--- config.mk ---
export PLATFORM = sky130hd
export DESIGN_NAME = uart_rx_fifo
export DESIGN_NICKNAME = d
export VERILOG_FILES = /design/src/rtl/uart_pkg.sv /design/src/rtl/sync_fifo.sv /design/src/rtl/uart_rx_fifo.sv
export SDC_FILE = /design/constraint.sdc
export NUM_CORES = 1
export LEC_CHECK = 0
export ABC_AREA = 1
export ABC_CLOCK_PERIOD_IN_PS = 3800
export BUFFER_PORTS_ARGS = -buffer_cell sky130_fd_sc_hd__buf_2
export CAP_MARGIN = 30
export CORE_ASPECT_RATIO = 1.1
export CORE_MARGIN = 1.5
export CORE_UTILIZATION = 50
export DETAILED_ROUTE_END_ITERATION = 7
export GPL_TIMING_DRIVEN = 1
export HOLD_SLACK_MARGIN = 0.1
export PLACE_DENSITY = 0.73
export SYNTH_ARGS = -nofsm -noshare
export SYNTH_HDL_FRONTEND = slang
export SYNTH_SLANG_ARGS = --single-unit
--- constraint.sdc ---
create_clock -name clk -period 3.8 [get_ports clk]
set_clock_uncertainty 0.15 [all_clocks]
set_input_delay 0.57 -clock clk [delete_from_list [all_inputs] [get_ports clk]]
set_output_delay 0.57 -clock clk [all_outputs]
set_load 0.05 [all_outputs]
--- src/rtl/uart_pkg.sv ---
// uart_pkg: shared definitions for the UART blocks.
//   - uart_state_e : receiver FSM state encoding
//   - OVERSAMPLE   : ticks per bit period
//   - SAMPLE_MID   : centre tick of a bit; majority vote uses SAMPLE_MID-1..SAMPLE_MID+1
//   - calc_divisor : clocks per oversample tick, rounded to nearest (shared with TX side)
package uart_pkg;

   localparam int unsigned OVERSAMPLE = 16;
   localparam int unsigned SAMPLE_MID = 8;

   typedef enum logic [2:0] {
      StIdle,
      StStart,
      StData,
      StParity,
      StStop,
      StBreak
   } uart_state_e;

   function automatic int unsigned calc_divisor(input int unsigned clk_freq,
                                                input int unsigned baud);
      return (clk_freq + (OVERSAMPLE / 2) * baud) / (OVERSAMPLE * baud);
   endfunction

endpackage

--- src/rtl/sync_fifo.sv ---
// sync_fifo: single-clock first-word-fall-through FIFO with registered occupancy count.
// Ports:
//   clk_i      clock, rising edge
//   rst_i      synchronous reset, active-high; empties the FIFO
//   wr_en_i    push wr_data_i (dropped when full unless a pop happens in the same clk)
//   wr_data_i  write data
//   rd_en_i    pop head entry; ignored when empty
//   rd_data_o  head entry, zero while empty
//   empty_o    no entries
//   full_o     DEPTH entries
//   count_o    current occupancy
// DEPTH must be a power of two, minimum 2.
module sync_fifo #(
   parameter int unsigned WIDTH = 8,
   parameter int unsigned DEPTH = 16
) (
   input  logic                     clk_i,
   input  logic                     rst_i,
   input  logic                     wr_en_i,
   input  logic [WIDTH-1:0]         wr_data_i,
   input  logic                     rd_en_i,
   output logic [WIDTH-1:0]         rd_data_o,
   output logic                     empty_o,
   output logic                     full_o,
   output logic [$clog2(DEPTH):0]   count_o
);

   localparam int unsigned AW = $clog2(DEPTH);
   localparam logic [AW:0] FullCount = (AW + 1)'(DEPTH);
   localparam logic [AW:0] CountOne = (AW + 1)'(1);
   localparam logic [AW-1:0] PtrOne = AW'(1);

   logic [WIDTH-1:0] mem_q [DEPTH];
   logic [AW-1:0]    wr_ptr_q;
   logic [AW-1:0]    rd_ptr_q;
   logic [AW:0]      count_q;
   logic             do_push;
   logic             do_pop;

   // A pop frees a slot in the same clk, so push-while-full succeeds when paired with a pop.
   always_comb begin
      do_pop  = rd_en_i && (count_q != '0);
      do_push = wr_en_i && ((count_q != FullCount) || do_pop);
   end

   always_ff @(posedge clk_i) begin
      if (rst_i) begin
         wr_ptr_q <= '0;
         rd_ptr_q <= '0;
         count_q  <= '0;
      end else begin
         if (do_push) wr_ptr_q <= wr_ptr_q + PtrOne;
         if (do_pop)  rd_ptr_q <= rd_ptr_q + PtrOne;
         if (do_push && !do_pop) begin
            count_q <= count_q + CountOne;
         end else if (do_pop && !do_push) begin
            count_q <= count_q - CountOne;
         end
      end
   end

   always_ff @(posedge clk_i) begin
      if (do_push) mem_q[wr_ptr_q] <= wr_data_i;
   end

   always_comb begin
      empty_o   = (count_q == '0);
      full_o    = (count_q == FullCount);
      count_o   = count_q;
      rd_data_o = empty_o ? '0 : mem_q[rd_ptr_q];
   end

endmodule

--- src/rtl/uart_rx_fifo.sv ---
// uart_rx_fifo: 8N1 UART receiver, 16x oversampling, FWFT receive FIFO.
// Optional feature: define UART_RX_PARITY_EN for 8E1 framing with a parity check.
// Ports:
//   clk         clock, rising edge
//   rst         synchronous reset, active-high; aborts any frame and empties the FIFO
//   rxd         asynchronous serial input, idle high
//   rd_en       pop head entry; ignored when rd_valid=0
//   rd_data     FIFO head byte
//   rd_valid    FIFO not empty
//   fifo_count  FIFO occupancy
//   overrun     sticky: byte dropped because the FIFO was full
//   frame_err   sticky: bad stop bit (or parity mismatch)
//   clr_err     clears overrun and frame_err; a same-clk error event wins
module uart_rx_fifo
   import uart_pkg::*;
#(
   parameter int unsigned CLK_FREQUENCY = 24000000,
   parameter int unsigned BAUD_RATE     = 115200,
   parameter int unsigned FIFO_DEPTH    = 16
) (
   input  logic                          clk,
   input  logic                          rst,
   input  logic                          rxd,
   input  logic                          rd_en,
   output logic [7:0]                    rd_data,
   output logic                          rd_valid,
   output logic [$clog2(FIFO_DEPTH):0]   fifo_count,
   output logic                          overrun,
   output logic                          frame_err,
   input  logic                          clr_err
);

   localparam int unsigned DIV = calc_divisor(CLK_FREQUENCY, BAUD_RATE);
   localparam int unsigned DW  = (DIV > 1) ? $clog2(DIV) : 1;
   localparam int unsigned TW  = $clog2(OVERSAMPLE);

   localparam logic [DW-1:0] DivLast   = DW'(DIV - 1);
   localparam logic [DW-1:0] DivOne    = DW'(1);
   localparam logic [TW-1:0] TickOne   = TW'(1);
   localparam logic [TW-1:0] TickEarly = TW'(SAMPLE_MID - 1);
   localparam logic [TW-1:0] TickMid   = TW'(SAMPLE_MID);
   localparam logic [TW-1:0] TickLate  = TW'(SAMPLE_MID + 1);
   localparam logic [TW-1:0] TickLast  = TW'(OVERSAMPLE - 1);

   logic [1:0]    sync_q;
   logic          rxd_s;
   uart_state_e   state_q;
   logic [DW-1:0] div_q;
   logic [TW-1:0] tick_idx_q;
   logic [2:0]    bit_idx_q;
   logic [7:0]    shift_q;
   logic [1:0]    samp_q;      // [1] = tick 7 sample, [0] = tick 8 sample
   logic          push_q;
   logic          frame_err_q;
   logic          overrun_q;
   logic          tick;
   logic          maj;
   logic          fifo_full;
   logic          fifo_empty;
`ifdef UART_RX_PARITY_EN
   logic          par_err_q;
`endif

   // Two-stage synchroniser; resets to the idle level so reset never looks like a start bit.
   always_ff @(posedge clk) begin
      if (rst) sync_q <= 2'b11;
      else     sync_q <= {sync_q[0], rxd};
   end

   always_comb begin
      rxd_s = sync_q[1];
      tick  = (state_q != StIdle) && (state_q != StBreak) && (div_q == DivLast);
      // Majority of ticks 7, 8 and the live sample at tick 9.
      maj   = (samp_q[1] & samp_q[0]) | ((samp_q[1] | samp_q[0]) & rxd_s);
   end

   always_ff @(posedge clk) begin
      if (rst) begin
         state_q     <= StIdle;
         div_q       <= '0;
         tick_idx_q  <= '0;
         bit_idx_q   <= '0;
         shift_q     <= '0;
         samp_q      <= 2'b11;
         push_q      <= 1'b0;
         frame_err_q <= 1'b0;
`ifdef UART_RX_PARITY_EN
         par_err_q   <= 1'b0;
`endif
      end else begin
         push_q <= 1'b0;
         if (clr_err) frame_err_q <= 1'b0;

         // Tick generator: parked at zero while idle, so each frame is timed from its edge.
         if (state_q == StIdle || state_q == StBreak) begin
            div_q      <= '0;
            tick_idx_q <= '0;
         end else if (tick) begin
            div_q      <= '0;
            tick_idx_q <= tick_idx_q + TickOne;
         end else begin
            div_q <= div_q + DivOne;
         end

         if (tick && tick_idx_q == TickEarly) samp_q[1] <= rxd_s;
         if (tick && tick_idx_q == TickMid)   samp_q[0] <= rxd_s;

         case (state_q)
            StIdle: begin
               if (!rxd_s) begin
                  state_q   <= StStart;
                  bit_idx_q <= '0;
`ifdef UART_RX_PARITY_EN
                  par_err_q <= 1'b0;
`endif
               end
            end
            StStart: begin
               if (tick) begin
                  if (tick_idx_q == TickLate && maj) begin
                     state_q <= StIdle;   // glitch, not a start bit
                  end else if (tick_idx_q == TickLast) begin
                     state_q <= StData;
                  end
               end
            end
            StData: begin
               if (tick) begin
                  if (tick_idx_q == TickLate) shift_q <= {maj, shift_q[7:1]};
                  if (tick_idx_q == TickLast) begin
                     bit_idx_q <= bit_idx_q + 3'd1;
                     if (bit_idx_q == 3'd7) begin
`ifdef UART_RX_PARITY_EN
                        state_q <= StParity;
`else
                        state_q <= StStop;
`endif
                     end
                  end
               end
            end
`ifdef UART_RX_PARITY_EN
            StParity: begin
               if (tick) begin
                  // Even parity: parity bit equals the XOR of the data bits.
                  if (tick_idx_q == TickLate && (maj != ^shift_q)) begin
                     par_err_q   <= 1'b1;
                     frame_err_q <= 1'b1;
                  end
                  if (tick_idx_q == TickLast) state_q <= StStop;
               end
            end
`endif
            StStop: begin
               // Leave at tick 9 so a back-to-back start edge is not missed.
               if (tick && tick_idx_q == TickLate) begin
                  if (maj) begin
`ifdef UART_RX_PARITY_EN
                     push_q <= !par_err_q;
`else
                     push_q <= 1'b1;
`endif
                     state_q <= StIdle;
                  end else begin
                     frame_err_q <= 1'b1;
                     state_q     <= StBreak;
                  end
               end
            end
            StBreak: begin
               // Hold off until the line returns high so a held-low line does not re-trigger.
               if (rxd_s) state_q <= StIdle;
            end
            default: state_q <= StIdle;
         endcase
      end
   end

   always_ff @(posedge clk) begin
      if (rst) begin
         overrun_q <= 1'b0;
      end else if (push_q && fifo_full && !rd_en) begin
         overrun_q <= 1'b1;
      end else if (clr_err) begin
         overrun_q <= 1'b0;
      end
   end

   sync_fifo #(
      .WIDTH (8),
      .DEPTH (FIFO_DEPTH)
   ) u_fifo (
      .clk_i     (clk),
      .rst_i     (rst),
      .wr_en_i   (push_q),
      .wr_data_i (shift_q),
      .rd_en_i   (rd_en),
      .rd_data_o (rd_data),
      .empty_o   (fifo_empty),
      .full_o    (fifo_full),
      .count_o   (fifo_count)
   );

   always_comb begin
      rd_valid  = !fifo_empty;
      overrun   = overrun_q;
      frame_err = frame_err_q;
   end

endmodule

-- Word level (Yosys, flattened, before mapping)
Memories as Yosys holds them, arrays and structs flattened. A register that Yosys moved wholly into a read port is not among the register bits.
Index checks and enable logic that the tools add are counted.
- equality and inequality tests: 21
- $add $sub $neg: 7
- multiplexer cells: 29
- bitwise gates (word level): 6
- reduce and logical (&&, ||, !) cells: 31
- operator list (operator ; number):
    $mux W3 ; 13
    $add A4 B1 Y4 const B ; 4
    $eq A4 B4 Y1 const B ; 4
    $pmux W3 S5 ; 1
    $ne A2 B2 Y1 const B ; 7
    $logic_and A1 B1 Y1 ; 12
    $mux W5 ; 2
    $eq A3 B3 Y1 const B ; 3
    $mux W1 ; 9
    $mux W4 ; 2
    $mux W8 ; 1
    $reduce_and A8 Y1 ; 1
    $ne A3 B3 Y1 const B ; 2
    $pmux W3 S2 ; 1
    $reduce_bool A2 Y1 ; 3
    $reduce_or A3 Y1 ; 2
    $add A5 B1 Y5 const B ; 1
    $eq A5 B5 Y1 const B ; 1
    $logic_not A5 Y1 ; 1
    $ne A5 B5 Y1 const B ; 1
    $reduce_bool A5 Y1 ; 1
    $sub A5 B1 Y5 const B ; 1
    $eq A4 B3 Y1 const B ; 1
    $logic_not A1 Y1 ; 4
    12 further kinds ; 16
- input port bits: 5
- output and inout bits: 16
- flip-flop bits (word level): 42
- memories kept: 1
- logic and storage cells: 109
- memory bits (writable): 128
- memories (memory ; words ; bits a word ; read ports ; clocked after memory_dff ; wr ports ; RTL line ; RTL):
    u_fifo.mem_q ; 16 ; 8 ; 1 ; 1 ; 1 ; sync_fifo.sv:33 ; logic [WIDTH-1:0] mem_q [DEPTH];

-- Longest topological paths before layout
Gate-level depths: netlist (run 1).
- word-level depth: 8
- mapped depth: 16

-- Hierarchy
From an unflattened synthesis (run 1), not the netlist that was laid out.
- cells, all modules: 734
- area total of the unflattened synthesis: 7494.7 µm²
- by module, submodules not included (module ; cells each ; times used ; area an instance (µm²)):
    sync_fifo ; 550 ; 1 ; 6087.1
    uart_rx_fifo ; 184 ; 1 ; 1407.6

-- Worst setup path after synthesis (run 1)
No wires, ideal clock.
- path kind: reg-to-reg
- from: register u_fifo.count_q[0] (netlist: u_fifo.count_o[0])
- to: register u_fifo.count_q[4] (netlist: u_fifo.count_o[4])
- data arrival time: 2.691 ns
- data required time: 3.537 ns
- setup time: 0.113 ns
- cell stages (with the launch flop): 16
- path slack: 0.846 ns
- cells stage by stage: dfxtp_1 > nor2_1 > nand4_2 > nand2_2 > nand2_1 > nand2_2 > inv_2 > ha_1 > inv_1 > ha_1 > a21oi_1 > nand2_1 > a21oi_1 > o21ai_0 > nor2_1 > nor2_1
- longest elaborated chain between the ends: 7
- elaborated cells between the ends (all ways): 14
- those cells by class: add/sub (2); eq/ne (1); mux (2); reduce/logical (9)
- ends and longest elaborated chain (what ; RTL line ; RTL):
    start: declaration ; sync_fifo.sv:36 ; logic [AW:0] count_q;
    start signal: assignment ; sync_fifo.sv:55 ; count_q <= count_q + CountOne;
    start signal: assignment ; sync_fifo.sv:57 ; count_q <= count_q - CountOne;
    $reduce_bool A5 Y1 ; sync_fifo.sv:42 ; do_pop = rd_en_i && (count_q != '0);
    $logic_and A1 B1 Y1 ; sync_fifo.sv:42 ;
    $logic_or A1 B1 Y1 * ; sync_fifo.sv:43 ; do_push = wr_en_i && ((count_q != FullCount) || do_pop);
    $logic_and A1 B1 Y1 * ; sync_fifo.sv:43 ;
    named net u_fifo.do_push ; sync_fifo.sv:37 ; logic do_push;
    $logic_not A1 Y1 ; sync_fifo.sv:56 ; end else if (do_pop && !do_push) begin
    $logic_and A1 B1 Y1 ; sync_fifo.sv:56 ;
    $reduce_bool A2 Y1 (no line) ; -- ;
The timed path passes the listed nets; every way through them passes the cells marked *. The select of a mux whose other input is x is not followed.
A chain may end at the register's enable or synchronous reset.

==> results of run 1 <==
[metrics by stage]
| step | instance area, sq um | setup slack (ns) | total power, mW |
|---|---|---|---|
| after floorplan | 7350 | 0.846 | 3.62 |
| after global placement | 7620 | 1.16 | 3.95 |
| after detailed placement | 7620 | 1.07 | 4.01 |
| after CTS | 8240 | 0.590 | 5.81 |
| after global routing | 8240 | 0.388 | 6.09 |
| final | 8240 | 0.598 | 5.79 |
[power groups by stage]
stage / Clock [mW] / Combinational, mW / Sequential, mW
after global routing: 1.91 / 2.02 / 2.16
after CTS: 1.82 / 1.84 / 2.15
after floorplan: 0 / 1.37 / 2.26
final: 1.80 / 1.83 / 2.15
after detailed placement: 0 / 1.82 / 2.19
after global placement: 0 / 1.77 / 2.18
[layout make-up]
type	instances	area (sq um)
Inverter	50	190
Timing Repair Buffer	25	138
Sequential cell	174	4770
Clock inverter	14	191
Multi-Input combinational cell	447	2290
Fill cell	1167	6150
Clock buffer	17	425
Tap cell	192	240
[kinds of logic (layout without fill, tap and decap cells)]
group | count (synthesis) | after routing
buffers and inverters | 76 | 106
adders and majority gates | 17 | 17
xor gates and xnor gates | 5 | 5
AOI/OAI and AO/OA | 138 | 138
DFF | 174 | 174
and+or+nand+nor | 287 | 287
[worst paths after layout]
check                                        from           endpoint  slack (ns)  depth (start not counted)
worst min register to register          sync_q[0]          sync_q[1]        0.26                          1
worst min-delay path                          rxd          sync_q[0]        0.20                          2
worst max register to register  u_fifo.count_o[0]  u_fifo.count_o[4]        1.15                         16
worst max-delay path                    flip-flop         rd_data[7]        0.60                          9
[routing by layer]
layer,part of all wire,up-vias
li1,-,2442
met1,0.41,2333
met4,0.027,0
met5,0,-
met3,0.066,27
met2,0.49,176
[worst max-delay path: stages, from the launching register on]
cell,delay (ns)
dfxtp_2,0.33
inv_2,0.38
buf_4,0.39
nand2_1,0.11
nand3_1,0.08
nand2_1,0.07
a21oi_1,0.16
o31ai_1,0.10
a21oi_1,0.14
buf_2,0.28
[flip-flops by register name (all words and copies together) (netlist names), named ones only]
name	cells
state_q	3
u_fifo.wr_ptr_q	4
push_q	1
sync_q	2
frame_err	1
overrun	1
u_fifo.rd_ptr_q	4
shift_q	8
div_q	4
tick_idx_q	4
samp_q	2
bit_idx_q	3
u_fifo.mem_q	128
u_fifo.count_o	5
[layout by cell type (no fill, tap or decap), types with 4 or more instances in the layout]
master and count:
nand3_1 42, dfxtp_1 45, a21oi_1 50, inv_2 4
buf_4 5, clkinvlp_4 4, bufinv_16 4, buf_2 20
inv_1 45, clkbuf_16 17, o211ai_1 16, nand2_1 94
ha_1 16, nand2_2 5, o21ai_0 61, edfxtp_1 128
nor2_1 123, nand4_1 5, o31ai_1 8, nand2_4 4
==> results.cfg, run 1 <==
[status]
status = complete, no violations

[timing]
drv_slew = 0
rsz0062_at_grt = false
finalWorstPathRequiredPeriod_ns = 3.20
hold_slack_ns = 0.197
tightest_slew_ns = 0.954
tns_ns = 0
setup_viol = 0
slew_headroom = 0.362
hold_viol_final = 0
period_share = 0.843
max_freq_mhz = 312

[critical_path]
crit_type = flip-flop to output port
startpoint_type = flip-flop
arrival_ns = 2.48
end_kind = output port
required_ns = 3.08
crit_fanout = 33

[detailed_routing]
drt_pass1_iterations = 5
vias_per_cell = 5.42
vias = 4978
totalWireLength_um = 15300
ant_nets = 0
drtIter0Drc = 576
drc_errors = 0
post_drt_wl_per_cell_um = 16.6

[logic_synthesis]
syn_area_sq_um = 7350
yosysMostFrequentCell = edfxtp_1
yosysTopAreaCell = edfxtp_1
syn_inst = 697
ys_top_cells_by_count = edfxtp_1 (128), nor2_1 (123), nand2_1 (94)
synth_top_family_by_area = simple AND/OR/NAND/NOR gates
synth_xor_area_frac = 0.00596
ys_ff_latch = 174
synth.distinct_cells = 34
synth_top_area_share = 0.523
muxShareOfSynthArea = 0
synthSimpleGateAreaFrac = 0.172
syn_area_per_cell_sq_um = 10.5
async_reset_ff_frac = 0
synth_compound_area_frac = 0.103
ys.flop_type = edfxtp_1
synth-seq-area-share = 0.648
synthAdderAreaFrac = 0.0300
synth_warnings = 0
synthesis.nets = 719
synth-edff-count = 128
ys_top_cells_by_area = edfxtp_1 (52%), dfxtp_1 (13%), nor2_1 (6.3%), nand2_1 (4.8%), o21ai_0 (4.2%)

[power_and_ir_drop]
vdd_drop_max_mv = 0.502
p_leak_nw = 3.22
p_comb_frac = 0.317
internal_power_mw = 3.67
power_frac_clock = 0.311
switchingPower_mw = 2.12
power_density_nw_per_um2 = 702
switching_share = 0.366
p_seq_frac = 0.372

[placement]
placed_cells = 888
gp_congestion = 0.835
port_buffers = 20
hpwl_um = 9970

[global_routing]
use_met3 = 0.0608
grt_usage = 0.212
grt_start_max_net_pins = 65
antenna_found_initial = 0
use_met2 = 0.355
grt-ovfl-total = 0
grt_pass1_vias = 4876
grt_use_met1 = 0.259
top_usage_layer = met2
grt_first_pass_wirelength_um = 24900

[floorplan]
die_h_um = 130
fp-row-count = 46
start_util = 0.511
die-area_sq_um = 15400
core_sq_um = 14400
die_w_um = 119
num_io_pins = 21

[layout]
diodes = 0
final_util = 0.572
drive_gt1_frac = 0.113
nets = 737
instances_no_fill = 919
area_growth_pct = 12.0

[cts]
clkLatencyLatePin_ns = 0.42
cts_resized = 0
post_cts_buffers = 0
cts_max_level = 4
cts.sink_count = 174
root_buffer = clkbuf_16
cts.clk_slew.worst_paths_ns = 0.06
cts_tree = built
clk_path_buf_depth = 2
cts_buffers = 17
cts_hold_buf = 0

[job]
drv_cap = 0

[worst_hold_path]
hold_path_class = primary input to flip-flop
(Power assumes the default switching activity.)
==> run 2: changes to the inputs <==
--- a/config.mk
+++ b/config.mk
@@ -6,7 +6,7 @@
 export NUM_CORES = 1
 export LEC_CHECK = 0
 export ABC_AREA = 1
-export ABC_CLOCK_PERIOD_IN_PS = 3800
+export ABC_CLOCK_PERIOD_IN_PS = 3100
 export BUFFER_PORTS_ARGS = -buffer_cell sky130_fd_sc_hd__buf_2
 export CAP_MARGIN = 30
 export CORE_ASPECT_RATIO = 1.1
==> constraint.sdc (replaced) <==
create_clock -name clk -period 3.1 [get_ports clk]
set_clock_uncertainty 0.15 [all_clocks]
set_input_delay 0.465 -clock clk [delete_from_list [all_inputs] [get_ports clk]]
set_output_delay 0.465 -clock clk [all_outputs]
set_load 0.05 [all_outputs]
==> run 2 against run 1 <==
Compared with the run above: wire length increased by 3.2%; critical path depth decreased by 2; global-route usage increased by 0.58 points; die area unchanged; final cell count increased by 0.54%; hold slack got worse by 0.036 ns; combinational power increased by 23%; setup slack got worse by 0.41 ns; sequential share of layout area decreased by 0.26 points; cell area increased by 0.50%; via count increased by 3.6%; critical path type unchanged; highest routed layer unchanged.
==> results.cfg, run 2 (synthesis gave the netlist of run 1 again) <==
[worst_hold_path]
hold_path_class = primary input to flip-flop
hp-start = clr_err
whs_path_depth = 4
holdPathEnd = overrun

[timing]
setup_viol = 0
tightest_slew_ns = 0.830
drv_slew = 0
max_freq_mhz = 343
hold_viol_final = 0
rsz0062_at_grt = false
finalWorstPathRequiredPeriod_ns = 2.92
tns_ns = 0
slew_headroom = 0.445
period_share = 0.941

[critical_path]
r2r_start = u_fifo.count_o[0]
rr_worst_depth = 16
crit_slowest_cell = dfxtp_4
critPathMaxStageDelay_ns = 0.41
crit_type = flip-flop to output port
reg2reg_to = u_fifo.count_o[4]
crit_family = compound AO/OA/AOI/OAI gates
crit_chain = inv_2, buf_4, o21ai_0, o211ai_1, nand3_1, a21oi_1, buf_2
crit_fanout = 29
end_kind = output port
arrival_ns = 2.30
startpoint_type = flip-flop
cp.buffers_inverters = 3
worst-r2r-setup-slack_ns = 0.42
required_ns = 2.48

[layout]
mostFrequentLayoutCells = edfxtp_1 (128), nor2_1 (123), nand2_1 (94)
drive_gt1_frac = 0.115
diodes = 0
instances_no_fill = 924
largest_register = u_fifo.mem_q
nFillCells = 1198
nets = 741
final_common_cell = edfxtp_1
area_growth_pct = 12.6
largest_reg_flops = 128

[detailed_routing]
drc_errors = 0
ant_nets = 0
vias = 5159
post_drt_wl_per_cell_um = 17.0
totalWireLength_um = 15800
drt_pass1_iterations = 5
vias_per_cell = 5.58
drtIter0Drc = 497

[power_and_ir_drop]
power_density_nw_per_um2 = 862
p_leak_nw = 3.23
vdd_drop_max_mv = 0.761

[placement]
hpwl_um = 10300
port_buffers = 20
gp_congestion = 0.867
placed_cells = 891

[floorplan]
die_w_um = 119
die-area_sq_um = 15400
fp-row-count = 46
die_h_um = 130
num_io_pins = 21
start_util = 0.511
core_sq_um = 14400

[cts]
clk_path_buf_depth = 2
cts.clk_slew.worst_paths_ns = 0.06
root_buffer = clkbuf_16
cts_tree = built
cts.sink_count = 174
cts_max_level = 4
clkLatencyLatePin_ns = 0.42
cts_buffers = 17

[global_routing]
grt-ovfl-total = 0
grt_pass1_vias = 5026
grt_start_max_net_pins = 36
antenna_found_initial = 0
grt_first_pass_wirelength_um = 25200
grt_usage = 0.218

[job]
drv_cap = 0

[status]
status = complete, no violations
## run 2: cell types whose count changed in the layout (fill, tap and decap cells not counted), sizes merged
cell / delta
dlygate4sd3: +1
clkinvlp: +1
buf: +3
## run 2: worst max-delay path by stage
| stage | startpoint | end | slack [ns] | depth (start not counted) |
|---|---|---|---|---|
| finish | flip-flop | rd_data[2] | 0.18 | 7 |
| global route | flip-flop | rd_data[5] | 0.07 | 8 |
| CTS | flip-flop | rd_data[2] | 0.07 | 6 |
| detailed placement | u_fifo.count_o[0] | u_fifo.count_o[4] | 0.45 | 16 |
| global placement | u_fifo.count_o[0] | u_fifo.count_o[4] | 0.57 | 16 |
| floorplan | u_fifo.count_o[0] | u_fifo.count_o[4] | 0.15 | 15 |
## run 2: cell type report
type / count / area (sq um) / area share
well taps: 192 / 240 / 0.0290
inverters: 50 / 190 / 0.0230
flip-flops and latches: 174 / 4770 / 0.576
repair buffers: 29 / 174 / 0.0210
clock inverters: 15 / 194 / 0.0234
clock buffers: 17 / 425 / 0.0514
multi-input cells: 447 / 2290 / 0.276
## run 2: tightest hold or removal path: stages
cell and delay (ns):
buf_2 0.08, inv_1 0.04, nand2_1 0.05, a21oi_1 0.06
## run 2: through the flow
step / utilization / area, sq um / hold WS, ns / worst slack [ns] / total power [mW]
3_5_place_dp: 0.531 / 7640 / 0.257 / 0.446 / 4.95
4_1_cts: 0.575 / 8270 / 0.149 / 0.0741 / 7.14
3_3_place_gp: 0.531 / 7640 / 0.254 / 0.575 / 4.88
5_1_grt: 0.575 / 8280 / 0.161 / 0.0722 / 7.48
6_report: 0.575 / 8280 / 0.161 / 0.183 / 7.13
2_1_floorplan: - / 7350 / 0.239 / 0.146 / 4.44
## run 2: power breakdown
group / switching (mW) / total, mW / internal [mW]
logic: 1.64 / 2.26 / 0.622
registers: 0.114 / 2.67 / 2.55
clock network: 0.861 / 2.20 / 1.34
## run 2: what timing repair did
action	4_1_cts	5_1_grt
endpoints found under the setup margin	0	6
gates resized for setup	0	2
hold buffers	1	0
buffers inserted	0	0
hold endpoints to repair	1	0
## run 2: metal layers
metal	routed length (um)	share of wire	track usage	vias to the layer above
met5	0	0	0	-
met4	410	0.026	0.0872	0
met3	917	0.058	0.0490	31
met2	8040	0.51	0.392	192
met1	6380	0.41	0.255	2479
li1	-	-	-	2457
